File: src/rtl/lamp_pkg.sv
// lamp_pkg: shared types and helpers for the lamp fade sequencer.
// Holds the sequencer state encoding, the default PWM resolution and the
// constant functions that size the step prescaler and the hold length.
package lamp_pkg;

    typedef enum logic [2:0] {
        ST_IDLE      = 3'd0,
        ST_RAMP_UP   = 3'd1,
        ST_HOLD      = 3'd2,
        ST_RAMP_DOWN = 3'd3,
        ST_SWAP      = 3'd4
    } lamp_state_t;

    localparam int C_PWM_BITS_DEF = 32'sd8;

    // Clock cycles per brightness step.
    function automatic int tick_div(input int freq, input int step_ms);
        return (freq / 32'sd1000) * step_ms;
    endfunction

    // Step ticks spent at full brightness; never less than one.
    function automatic int hold_ticks(input int hold_ms, input int step_ms);
        int h;
        h = hold_ms / step_ms;
        if (h < 32'sd1) begin
            return 32'sd1;
        end else begin
            return h;
        end
    endfunction

endpackage

File: src/rtl/lamp_pwm.sv
// lamp_pwm: one PWM channel of the lamp fade sequencer.
// A free-running counter is compared against a duty value that is only
// picked up when the counter wraps, so a duty change never cuts a period
// short. All instances reset together and therefore stay phase-aligned.
module lamp_pwm
    import lamp_pkg::*;
#(
    parameter int c_pwm_bits = C_PWM_BITS_DEF
) (
    input  logic                  i_clk,
    input  logic                  i_rst_n,
    input  logic [c_pwm_bits-1:0] i_duty,
    output logic                  o_pwm
);

    localparam logic [c_pwm_bits-1:0] C_CNT_MAX = {c_pwm_bits{1'b1}};

    logic [c_pwm_bits-1:0] r_cnt;
    logic [c_pwm_bits-1:0] r_duty;
    logic                  r_pwm;

    // Period counter, wrap-aligned duty latch and registered compare output.
    always_ff @(posedge i_clk or negedge i_rst_n) begin
        if (!i_rst_n) begin
            r_cnt  <= {c_pwm_bits{1'b0}};
            r_duty <= {c_pwm_bits{1'b0}};
            r_pwm  <= 1'b0;
        end else begin
            r_cnt <= r_cnt + 1'b1;
            if (r_cnt == C_CNT_MAX) begin
                r_duty <= i_duty;
            end else begin
                r_duty <= r_duty;
            end
            r_pwm <= (r_cnt < r_duty);
        end
    end

    assign o_pwm = r_pwm;

endmodule

File: src/rtl/lamp_fade_ctrl.sv
// lamp_fade_ctrl: alternating two-channel LED fade sequencer.
// Ramps the active channel up, holds it at full brightness, ramps it down
// and then hands the fade to the other channel. A stop request finishes the
// current fade-out gracefully and parks in IDLE without swapping channels.
// Optional build macro: LAMP_GAMMA_EN selects a squared duty curve instead
// of the linear level-to-duty mapping; sequencing is identical either way.
module lamp_fade_ctrl
    import lamp_pkg::*;
#(
    parameter int c_freq     = 32'sd12000000,
    parameter int c_pwm_bits = C_PWM_BITS_DEF,
    parameter int c_step_ms  = 32'sd4,
    parameter int c_hold_ms  = 32'sd500
) (
    input  logic                  i_clk,
    input  logic                  i_rst_n,
    input  logic                  i_start,
    input  logic                  i_stop,
    output logic                  o_led1,
    output logic                  o_led2,
    output logic                  o_busy,
    output logic [c_pwm_bits-1:0] o_level
);

    localparam int C_N  = tick_div(c_freq, c_step_ms);
    localparam int C_CW = (C_N > 32'sd1) ? $clog2(C_N) : 32'sd1;
    localparam int C_H  = hold_ticks(c_hold_ms, c_step_ms);
    localparam int C_HW = $clog2(C_H + 32'sd1);

    localparam logic [C_CW-1:0]       C_TICK_LAST = C_CW'(C_N - 32'sd1);
    localparam logic [C_HW-1:0]       C_HOLD_LAST = C_HW'(C_H - 32'sd1);
    localparam logic [c_pwm_bits-1:0] C_LVL_MAX   = {c_pwm_bits{1'b1}};
    localparam logic [c_pwm_bits-1:0] C_LVL_ZERO  = {c_pwm_bits{1'b0}};

`ifdef LAMP_GAMMA_EN
    // Squared perceptual curve: (level * level) >> c_pwm_bits.
    function automatic logic [c_pwm_bits-1:0] f_gamma(input logic [c_pwm_bits-1:0] lvl);
        logic [2*c_pwm_bits-1:0] sq;
        sq = {{c_pwm_bits{1'b0}}, lvl} * {{c_pwm_bits{1'b0}}, lvl};
        return c_pwm_bits'(sq >> c_pwm_bits);
    endfunction
`endif

    lamp_state_t           r_state;
    lamp_state_t           w_state_nx;
    logic [C_CW-1:0]       r_tick_cnt;
    logic [C_HW-1:0]       r_hold_cnt;
    logic [C_HW-1:0]       w_hold_nx;
    logic [c_pwm_bits-1:0] r_level;
    logic [c_pwm_bits-1:0] w_level_nx;
    logic                  r_stop_pend;
    logic                  w_pend_nx;
    logic                  r_chan;
    logic                  w_chan_nx;
    logic                  r_busy;
    logic                  w_tick;
    logic [c_pwm_bits-1:0] w_lvl_inc;
    logic [c_pwm_bits-1:0] w_lvl_dec;
    logic [c_pwm_bits-1:0] w_duty;
    logic [c_pwm_bits-1:0] w_duty0;
    logic [c_pwm_bits-1:0] w_duty1;

    // Step prescaler: parked at zero while idle so the first tick lands N cycles after start.
    always_ff @(posedge i_clk or negedge i_rst_n) begin
        if (!i_rst_n) begin
            r_tick_cnt <= {C_CW{1'b0}};
        end else if (r_state == ST_IDLE) begin
            r_tick_cnt <= {C_CW{1'b0}};
        end else if (r_tick_cnt == C_TICK_LAST) begin
            r_tick_cnt <= {C_CW{1'b0}};
        end else begin
            r_tick_cnt <= r_tick_cnt + 1'b1;
        end
    end

    assign w_tick = (r_state != ST_IDLE) && (r_tick_cnt == C_TICK_LAST);

    // Saturating neighbours of the current level.
    always_comb begin
        w_lvl_inc = r_level;
        w_lvl_dec = r_level;
        if (r_level == C_LVL_MAX) begin
            w_lvl_inc = r_level;
        end else begin
            w_lvl_inc = r_level + 1'b1;
        end
        if (r_level == C_LVL_ZERO) begin
            w_lvl_dec = r_level;
        end else begin
            w_lvl_dec = r_level - 1'b1;
        end
    end

    // Sequencer next-state logic; a stop request outranks a coincident tick.
    always_comb begin
        w_state_nx = r_state;
        w_level_nx = r_level;
        w_hold_nx  = r_hold_cnt;
        w_pend_nx  = r_stop_pend;
        w_chan_nx  = r_chan;
        case (r_state)
            ST_IDLE: begin
                w_pend_nx = 1'b0;
                if (i_start && !i_stop) begin
                    w_state_nx = ST_RAMP_UP;
                    w_level_nx = C_LVL_ZERO;
                end else begin
                    w_state_nx = ST_IDLE;
                end
            end
            ST_RAMP_UP: begin
                if (i_stop || r_stop_pend) begin
                    w_pend_nx  = 1'b1;
                    w_state_nx = ST_RAMP_DOWN;
                end else if (w_tick) begin
                    w_level_nx = w_lvl_inc;
                    if (w_lvl_inc == C_LVL_MAX) begin
                        w_state_nx = ST_HOLD;
                        w_hold_nx  = {C_HW{1'b0}};
                    end else begin
                        w_state_nx = ST_RAMP_UP;
                    end
                end else begin
                    w_state_nx = ST_RAMP_UP;
                end
            end
            ST_HOLD: begin
                if (i_stop || r_stop_pend) begin
                    w_pend_nx  = 1'b1;
                    w_state_nx = ST_RAMP_DOWN;
                end else if (w_tick) begin
                    if (r_hold_cnt == C_HOLD_LAST) begin
                        w_state_nx = ST_RAMP_DOWN;
                        w_hold_nx  = {C_HW{1'b0}};
                    end else begin
                        w_state_nx = ST_HOLD;
                        w_hold_nx  = r_hold_cnt + 1'b1;
                    end
                end else begin
                    w_state_nx = ST_HOLD;
                end
            end
            ST_RAMP_DOWN: begin
                w_pend_nx = r_stop_pend | i_stop;
                if (w_tick) begin
                    w_level_nx = w_lvl_dec;
                    if (w_lvl_dec == C_LVL_ZERO) begin
                        if (r_stop_pend || i_stop) begin
                            w_state_nx = ST_IDLE;
                            w_pend_nx  = 1'b0;
                        end else begin
                            w_state_nx = ST_SWAP;
                        end
                    end else begin
                        w_state_nx = ST_RAMP_DOWN;
                    end
                end else begin
                    w_state_nx = ST_RAMP_DOWN;
                end
            end
            ST_SWAP: begin
                w_chan_nx  = ~r_chan;
                w_state_nx = ST_RAMP_UP;
                w_pend_nx  = r_stop_pend | i_stop;
            end
            default: begin
                w_state_nx = ST_IDLE;
                w_level_nx = C_LVL_ZERO;
                w_hold_nx  = {C_HW{1'b0}};
                w_pend_nx  = 1'b0;
            end
        endcase
    end

    // Sequencer state, level, hold count, stop flag, active channel and busy flag.
    always_ff @(posedge i_clk or negedge i_rst_n) begin
        if (!i_rst_n) begin
            r_state     <= ST_IDLE;
            r_level     <= C_LVL_ZERO;
            r_hold_cnt  <= {C_HW{1'b0}};
            r_stop_pend <= 1'b0;
            r_chan      <= 1'b0;
            r_busy      <= 1'b0;
        end else begin
            r_state     <= w_state_nx;
            r_level     <= w_level_nx;
            r_hold_cnt  <= w_hold_nx;
            r_stop_pend <= w_pend_nx;
            r_chan      <= w_chan_nx;
            r_busy      <= (w_state_nx != ST_IDLE);
        end
    end

`ifdef LAMP_GAMMA_EN
    // Perceptual duty from the current level.
    always_comb begin
        w_duty = f_gamma(r_level);
    end
`else
    // Linear duty: the level is the duty.
    always_comb begin
        w_duty = r_level;
    end
`endif

    // Route the duty to the active channel; the idle channel is held dark.
    always_comb begin
        w_duty0 = C_LVL_ZERO;
        w_duty1 = C_LVL_ZERO;
        if (r_chan) begin
            w_duty1 = w_duty;
        end else begin
            w_duty0 = w_duty;
        end
    end

    lamp_pwm #(
        .c_pwm_bits(c_pwm_bits)
    ) u_pwm0 (
        .i_clk  (i_clk),
        .i_rst_n(i_rst_n),
        .i_duty (w_duty0),
        .o_pwm  (o_led1)
    );

    lamp_pwm #(
        .c_pwm_bits(c_pwm_bits)
    ) u_pwm1 (
        .i_clk  (i_clk),
        .i_rst_n(i_rst_n),
        .i_duty (w_duty1),
        .o_pwm  (o_led2)
    );

    assign o_busy  = r_busy;
    assign o_level = r_level;

endmodule
File: config.mk
export PLATFORM = sky130hd
export DESIGN_NAME = lamp_fade_ctrl
export DESIGN_NICKNAME = d
export VERILOG_FILES = /design/src/rtl/lamp_pkg.sv /design/src/rtl/lamp_pwm.sv /design/src/rtl/lamp_fade_ctrl.sv
export SDC_FILE = /design/constraint.sdc
export NUM_CORES = 1
export LEC_CHECK = 0
export ABC_AREA = 1
export CORE_ASPECT_RATIO = 0.7
export CORE_UTILIZATION = 55
export DETAILED_ROUTE_END_ITERATION = 12
export PLACE_DENSITY = 0.72
export SYNTH_ARGS = -nofsm -noshare
export SYNTH_HDL_FRONTEND = slang
export SYNTH_SLANG_ARGS = --single-unit
File: constraint.sdc
create_clock -name i_clk -period 5.35 [get_ports i_clk]
set_input_delay 1.605 -clock i_clk [delete_from_list [all_inputs] [get_ports i_clk]]
set_output_delay 1.605 -clock i_clk [all_outputs]
set_load 0.01 [all_outputs]
==> results of run 1 <==
## cells by family after synthesis
kind of cell	share of synthesized area (%)
AND/OR/NAND/NOR	29.2
buffers and inverters	7.77
flip-flops	41.0
AO/OA/AOI/OAI	9.68
XOR/XNOR	4.45
adder cells (fa/ha/maj)	6.07
multiplexers	1.82
## placed cells by master, fill, tap and decap left out, types with 5 or more instances in the layout
| cell type | n |
|---|---|
| clkdlybuf4s50_1 | 13 |
| nor2_4 | 8 |
| o21ai_0 | 33 |
| ha_1 | 21 |
| mux2_1 | 7 |
| inv_1 | 62 |
| nand3_1 | 46 |
| o21ai_2 | 8 |
| nor2_1 | 62 |
| nand4_1 | 7 |
| nor3_1 | 6 |
| xnor2_1 | 8 |
| nand2_1 | 110 |
| clkbuf_8 | 13 |
| dfrtp_1 | 71 |
| nor2_2 | 5 |
| a21oi_1 | 15 |
| inv_2 | 5 |
| xor2_1 | 14 |
| nand3_2 | 6 |
## through the flow
stage	cells	area, µm²
4_1_cts	654	4710
3_5_place_dp	638	4520
6_report	654	4710
5_1_grt	654	4710
3_3_place_gp	638	4520
2_1_floorplan	535	4330
## state kept, by name (all words and copies together) (netlist names)
name and cells:
o_level 8, o_busy 1, r_stop_pend 1, u_pwm1.r_duty 8, u_pwm1.o_pwm 1, u_pwm0.r_duty 8
r_tick_cnt 16, u_pwm1.r_cnt 8, r_hold_cnt 7, r_state 3, u_pwm0.o_pwm 1, r_chan 1
u_pwm0.r_cnt 8
## power groups by stage
| stage | combinational [µW] | clock (µW) | sequential, µW |
|---|---|---|---|
| final | 13.0 | 414 | 536 |
| after global routing | 15.7 | 451 | 536 |
| after global placement | 13.8 | 0 | 547 |
| after floorplan | 0.392 | 0 | 547 |
| after detailed placement | 14.1 | 0 | 547 |
| after CTS | 14.1 | 426 | 536 |
## synth_stat cells, drive strengths merged, types with 2 or more instances
master  number  area [µm²]
buf          8        70.1
nand4        7        43.8
a21oi       16        83.8
a21boi       2        15.0
clkbuf       2        7.51
xor2        14         123
nor2        75         354
o22ai        2        18.8
nand2      117         472
clkinv       2        7.51
o211ai       2        15.0
inv         67         251
or2          2        12.5
mux2         7        78.8
nand3       53         308
dfrtp       71        1780
o21bai       2        15.0
o21ai       42         240
ha          21         263
nor3         8        50.1
xnor2        8        70.1
## worst min-delay path by stage
stage	startpoint	endpoint	cells after the start
after floorplan	r_tick_cnt[0]$_DFF_PN0_	r_tick_cnt[0]$_DFF_PN0_	1
after global placement	r_tick_cnt[0]$_DFF_PN0_	r_tick_cnt[0]$_DFF_PN0_	1
after detailed placement	r_tick_cnt[0]$_DFF_PN0_	r_tick_cnt[0]$_DFF_PN0_	1
after CTS	r_tick_cnt[0]$_DFF_PN0_	r_tick_cnt[0]$_DFF_PN0_	1
after global routing	u_pwm1.r_cnt[0]$_DFF_PN0_	u_pwm1.r_cnt[0]$_DFF_PN0_	1
final	u_pwm1.r_cnt[0]$_DFF_PN0_	u_pwm1.r_cnt[0]$_DFF_PN0_	1
## area by class of cell
cell class	count	area [µm²]	area share, %
repair buffers	15	143	3.03
inverters	69	259	5.50
well taps	98	123	2.60
multi-input cells	385	2220	47.0
flip-flops and latches	71	1780	37.7
clock buffers	14	183	3.88
clock inverters	2	12.5	0.266
## routing by layer
metal,vias to the layer above,share of wire (%)
li1,1766,-
met1,1609,50
met2,65,43
met3,4,5.7
met4,0,0.73
met5,-,0
==> flow_summary_export.csv, run 1 <==
group,metric,value,unit
power,clockPowerShare,43.0,%
synthesis,ys.flop_type,"dfrtp_1",
place,dp_hpwl,6530,µm
synthesis,syn-num-nets,560,
global_routing,busiest_layer,"met2",
clocking,clock-root-buffer,"clkbuf_8",
floorplanning,die_height,76.2,µm
global_routing,antenna_found_initial,0,
worst_setup_path,cp-endpoint,"o_level[4]",
timing,hold_ws,0.467,ns
floorplanning,initial_utilization,58.1,%
synthesis,async_flop_share,100,%
global_routing,globalRouteOverflowTotal,0,
timing,fmax,305,MHz
detailed_routing,wire_per_inst,13.5,µm
power,comb_power_share,1.3,%
cells_and_area,utilization,63.3,%
clocking,ctsResizeCount,0,
detailed_routing,via_count,3444,
floorplanning,core_area,0.00745,mm²
floorplanning,die_area,0.00824,mm²
timing,period_share,61.2,%
global_routing,grt_pass1_vias,3379,
global_routing,grt_use_met1,33.7,%
worst_setup_path,required,3.74,ns
clocking,cts_setup_buffers,0,
synthesis,yosys_warnings,0,
detailed_routing,via_per_inst,5.27,
cells_and_area,drive_gt1_share,11.5,%
cells_and_area,fill_cells,672,
clocking,clk_pin_slew,0.07,ns
detailed_routing,route.detailed.drc,0,
clocking,h-tree-depth,3,
worst_setup_path,arrival,1.67,ns
clocking,cts_max_path_buffers,2,
outcome,status,"complete, no violations",
timing,fin_skew,0.00550,ns
timing,period_needed,3.27,ns
timing,rsz0062_at_grt,"no",
synthesis,yosysSeqAreaShare,41.0,%
clocking,insertion_delay,0.35,ns
clocking,hold_buffers,0,
global_routing,grt_max_degree,42,
timing,finalSetupViolCount,0,
global_routing,grtUsageMet3,8.21,%
clocking,cts_buffers,9,
worst_setup_path,crit_slowest_cell,"dfrtp_1",
min_path,hold_class,"flip-flop to flip-flop",
timing,worst_pin_slew,0.910,ns
synthesis,synth_area_per_cell,8.09,µm²
power,powerDensity,204,mW/mm²
worst_setup_path,reg2reg_to,"r_hold_cnt[0]$_DFFE_PN0P_",
worst_setup_path,cp-startpoint,"o_level[4]$_DFFE_PN0P_",
worst_setup_path,path_max_fanout,11,
timing,report.final.slew_viol_count,0,
detailed_routing,dr.pass1.iters,5,
cells_and_area,nNetsFinal,576,
timing,fin_ws,2.08,ns
floorplanning,dieWidth,108,µm
place,port_buffers,14,
job,maxCapViolations,0,
power,p_leak,0.00222,µW
clocking,cts_sinks,71,
synthesis,ys_ff_latch,71,
cells_and_area,syn2layout_area_growth,8.84,%
power,finalPower,963,µW
worst_setup_path,cp-end-kind,"primary output",
synthesis,netlist_instances,535,
worst_setup_path,slowest_delay,0.67,ns
power,pwr-share-seq,55.7,%
floorplanning,ios,15,
power,peakVddDrop,0.139,mV
synthesis,netlist-cell-type-count,42,
power,switching_share,21.4,%
synthesis,synth_edf_count,0,
worst_setup_path,crit_type,"flip-flop to primary output",
worst_setup_path,path_depth,1,
place,dp_slack,1.98,ns
worst_setup_path,rr_startpoint,"o_level[1]$_DFFE_PN0P_",
detailed_routing,wl,8860,µm
timing,hold_viol,0,
power,p_sw,206,µW
synthesis,netlist_area,0.00433,mm²
detailed_routing,ant_nets,0,
global_routing,grt_use_total,24.2,%
timing,slew_headroom,39.3,%
clocking,cts_tree,"yes",
worst_setup_path,reg2regPathDepth,12,
timing,fin_setup_tns,0,ns
worst_setup_path,crit_buf_inv,1,
worst_setup_path,cp-start-kind,"flip-flop",
worst_setup_path,ff2ff_setup_slack,3.15,ns
cells_and_area,n_antenna_cell,0,
power,p_int,757,µW
global_routing,met2_usage,36.1,%
global_routing,grt_first_pass_wirelength,15400,µm
floorplanning,placement_rows,26,
place,gp_congestion,0.884,
worst_setup_path,critPathTopFamily,"flip-flops",
detailed_routing,first_iter_violations,166,
worst_setup_path,crit_chain,"clkdlybuf4s50_1",
Power figures use the tool's default switching activity.
==> inputs of run 2 (changes only) <==
--- a/config.mk
+++ b/config.mk
@@ -9,7 +9,7 @@
 export CORE_ASPECT_RATIO = 0.7
 export CORE_UTILIZATION = 55
 export DETAILED_ROUTE_END_ITERATION = 12
-export PLACE_DENSITY = 0.72
+export PLACE_DENSITY = 0.75
 export SYNTH_ARGS = -nofsm -noshare
 export SYNTH_HDL_FRONTEND = slang
 export SYNTH_SLANG_ARGS = --single-unit
==> constraint.sdc (replaced) <==
create_clock -name i_clk -period 2.86 [get_ports i_clk]
set_input_delay 0.858 -clock i_clk [delete_from_list [all_inputs] [get_ports i_clk]]
set_output_delay 0.858 -clock i_clk [all_outputs]
set_load 0.01 [all_outputs]
==> flow_summary_export.csv, run 2 (synthesis results as in run 1) <==
group,metric,value,unit
outcome,status,"complete, no violations",
power,powerDensity,368,mW/mm²
worst_setup_path,required,2.00,ns
clocking,cts_setup_buffers,0,
timing,hold_viol,0,
worst_setup_path,crit_buf_inv,1,
worst_setup_path,reg2reg_to,"o_busy$_DFF_PN0_",
floorplanning,placement_rows,26,
timing,hold_ws,0.452,ns
clocking,cts_max_path_buffers,2,
clocking,cts_buffers,9,
floorplanning,ios,15,
detailed_routing,first_iter_violations,207,
clocking,h-tree-depth,3,
min_path,worstHoldStart,"r_tick_cnt[0]$_DFF_PN0_",
detailed_routing,route.detailed.drc,0,
clocking,insertion_delay,0.36,ns
timing,fin_setup_tns,0,ns
place,gp_congestion,0.907,
timing,period_share,88.8,%
worst_setup_path,crit_chain,"clkdlybuf4s50_1",
place,dpl_cell_area,0.00456,mm²
place,place_inst,642,
global_routing,grt_max_degree,72,
timing,rsz0062_at_grt,"no",
detailed_routing,wl,8980,µm
worst_setup_path,crit_type,"flip-flop to primary output",
timing,finalSetupViolCount,0,
worst_setup_path,cp-start-kind,"flip-flop",
detailed_routing,via_per_inst,5.34,
clocking,cts_sinks,71,
floorplanning,dieWidth,108,µm
cells_and_area,nNetsFinal,580,
floorplanning,core_area,0.00745,mm²
timing,report.final.slew_viol_count,0,
detailed_routing,wire_per_inst,13.7,µm
worst_setup_path,cp-startpoint,"o_level[2]$_DFFE_PN0P_",
power,finalPower,1740,µW
floorplanning,die_height,76.2,µm
worst_setup_path,arrival,1.68,ns
place,port_buffers,14,
worst_setup_path,cp-end-kind,"primary output",
floorplanning,initial_utilization,58.1,%
clocking,clk_pin_slew,0.07,ns
detailed_routing,ant_nets,0,
timing,worst_pin_slew,0.800,ns
global_routing,grt_first_pass_wirelength,15400,µm
cells_and_area,drive_gt1_share,11.6,%
worst_setup_path,path_max_fanout,12,
power,peakVddDrop,0.258,mV
worst_setup_path,slowest_delay,0.68,ns
min_path,hold_class,"flip-flop to flip-flop",
worst_setup_path,cp-endpoint,"o_level[2]",
timing,slew_headroom,46.4,%
detailed_routing,dr.pass1.iters,5,
clocking,cts_tree,"yes",
cells_and_area,layout_common_cells,"nand2_1, dfrtp_1, inv_1, nor2_1, nand3_1",
clocking,hold_buffers,0,
timing,period_needed,2.54,ns
power,p_leak,0.00224,µW
timing,fmax,394,MHz
clocking,ctsResizeCount,0,
cells_and_area,largest_register_ffs,16,
worst_setup_path,critPathTopFamily,"flip-flops",
worst_setup_path,crit_slowest_cell,"dfrtp_1",
global_routing,globalRouteOverflowTotal,0,
min_path,hold_depth,1,
timing,fin_skew,0.00748,ns
job,maxCapViolations,0,
cells_and_area,n_antenna_cell,0,
cells_and_area,instances_no_fill,656,
worst_setup_path,rr_startpoint,"o_level[0]$_DFFE_PN0P_",
worst_setup_path,reg2regPathDepth,14,
global_routing,grt_use_total,24.4,%
global_routing,grt_pass1_vias,3289,
clocking,clock-root-buffer,"clkbuf_8",
worst_setup_path,path_depth,1,
cells_and_area,syn2layout_area_growth,9.10,%
floorplanning,die_area,0.00824,mm²
cells_and_area,top_register,"r_tick_cnt",
cells_and_area,fin_area,0.00472,mm²
worst_setup_path,ff2ff_setup_slack,0.68,ns
detailed_routing,via_count,3504,
place,dp_hpwl,6530,µm
cells_and_area,final_common_cell,"nand2_1",
global_routing,antenna_found_initial,0,
-- run 2: changes by cell type in the layout (fill, tap and decap cells not counted) --
cell,previous run,this run
buf_4,1,4
clkbuf_8,13,11
buf_12,0,1
clkbuf_1,1,2
clkinvlp_4,1,0
-- run 2: per-layer routing --
metal / vias to the layer above / GRT usage (%) / part of all wire, %
met5: - / 0 / 0
met4: 0 / 7.81 / 1.3
met3: 13 / 6.67 / 5.8
met2: 90 / 35.4 / 43
met1: 1636 / 35.3 / 49
li1: 1765 / - / -
-- run 2: final cells by class --
class | instances | area, µm²
clock buffer | 13 | 159
clock inverter | 1 | 5.00
fill | 641 | 2730
inverter | 69 | 259
multi-input combinational | 385 | 2220
sequential | 71 | 1780
tap | 98 | 123
timing repair buffer | 19 | 185
-- run 2: worst min path at each step --
stage / to
2_1_floorplan: r_tick_cnt[0]$_DFF_PN0_
3_3_place_gp: r_tick_cnt[0]$_DFF_PN0_
3_5_place_dp: r_tick_cnt[0]$_DFF_PN0_
4_1_cts: r_tick_cnt[0]$_DFF_PN0_
5_1_grt: r_tick_cnt[0]$_DFF_PN0_
6_report: r_tick_cnt[0]$_DFF_PN0_
-- run 2: metrics by stage --
step	utilization [%]	worst slack, ns
2_1_floorplan	-	0.896
3_3_place_gp	61.2	0.452
3_5_place_dp	61.2	0.373
4_1_cts	63.4	0.307
5_1_grt	63.4	0.231
6_report	63.4	0.319
-- run 2: power breakdown --
group / switching [µW] / leakage (µW) / internal, µW
registers: 0.0000000000000143 / 0.000917 / 1000
clock network: 354 / 0.0000854 / 352
logic: 20.5 / 0.00123 / 6.03
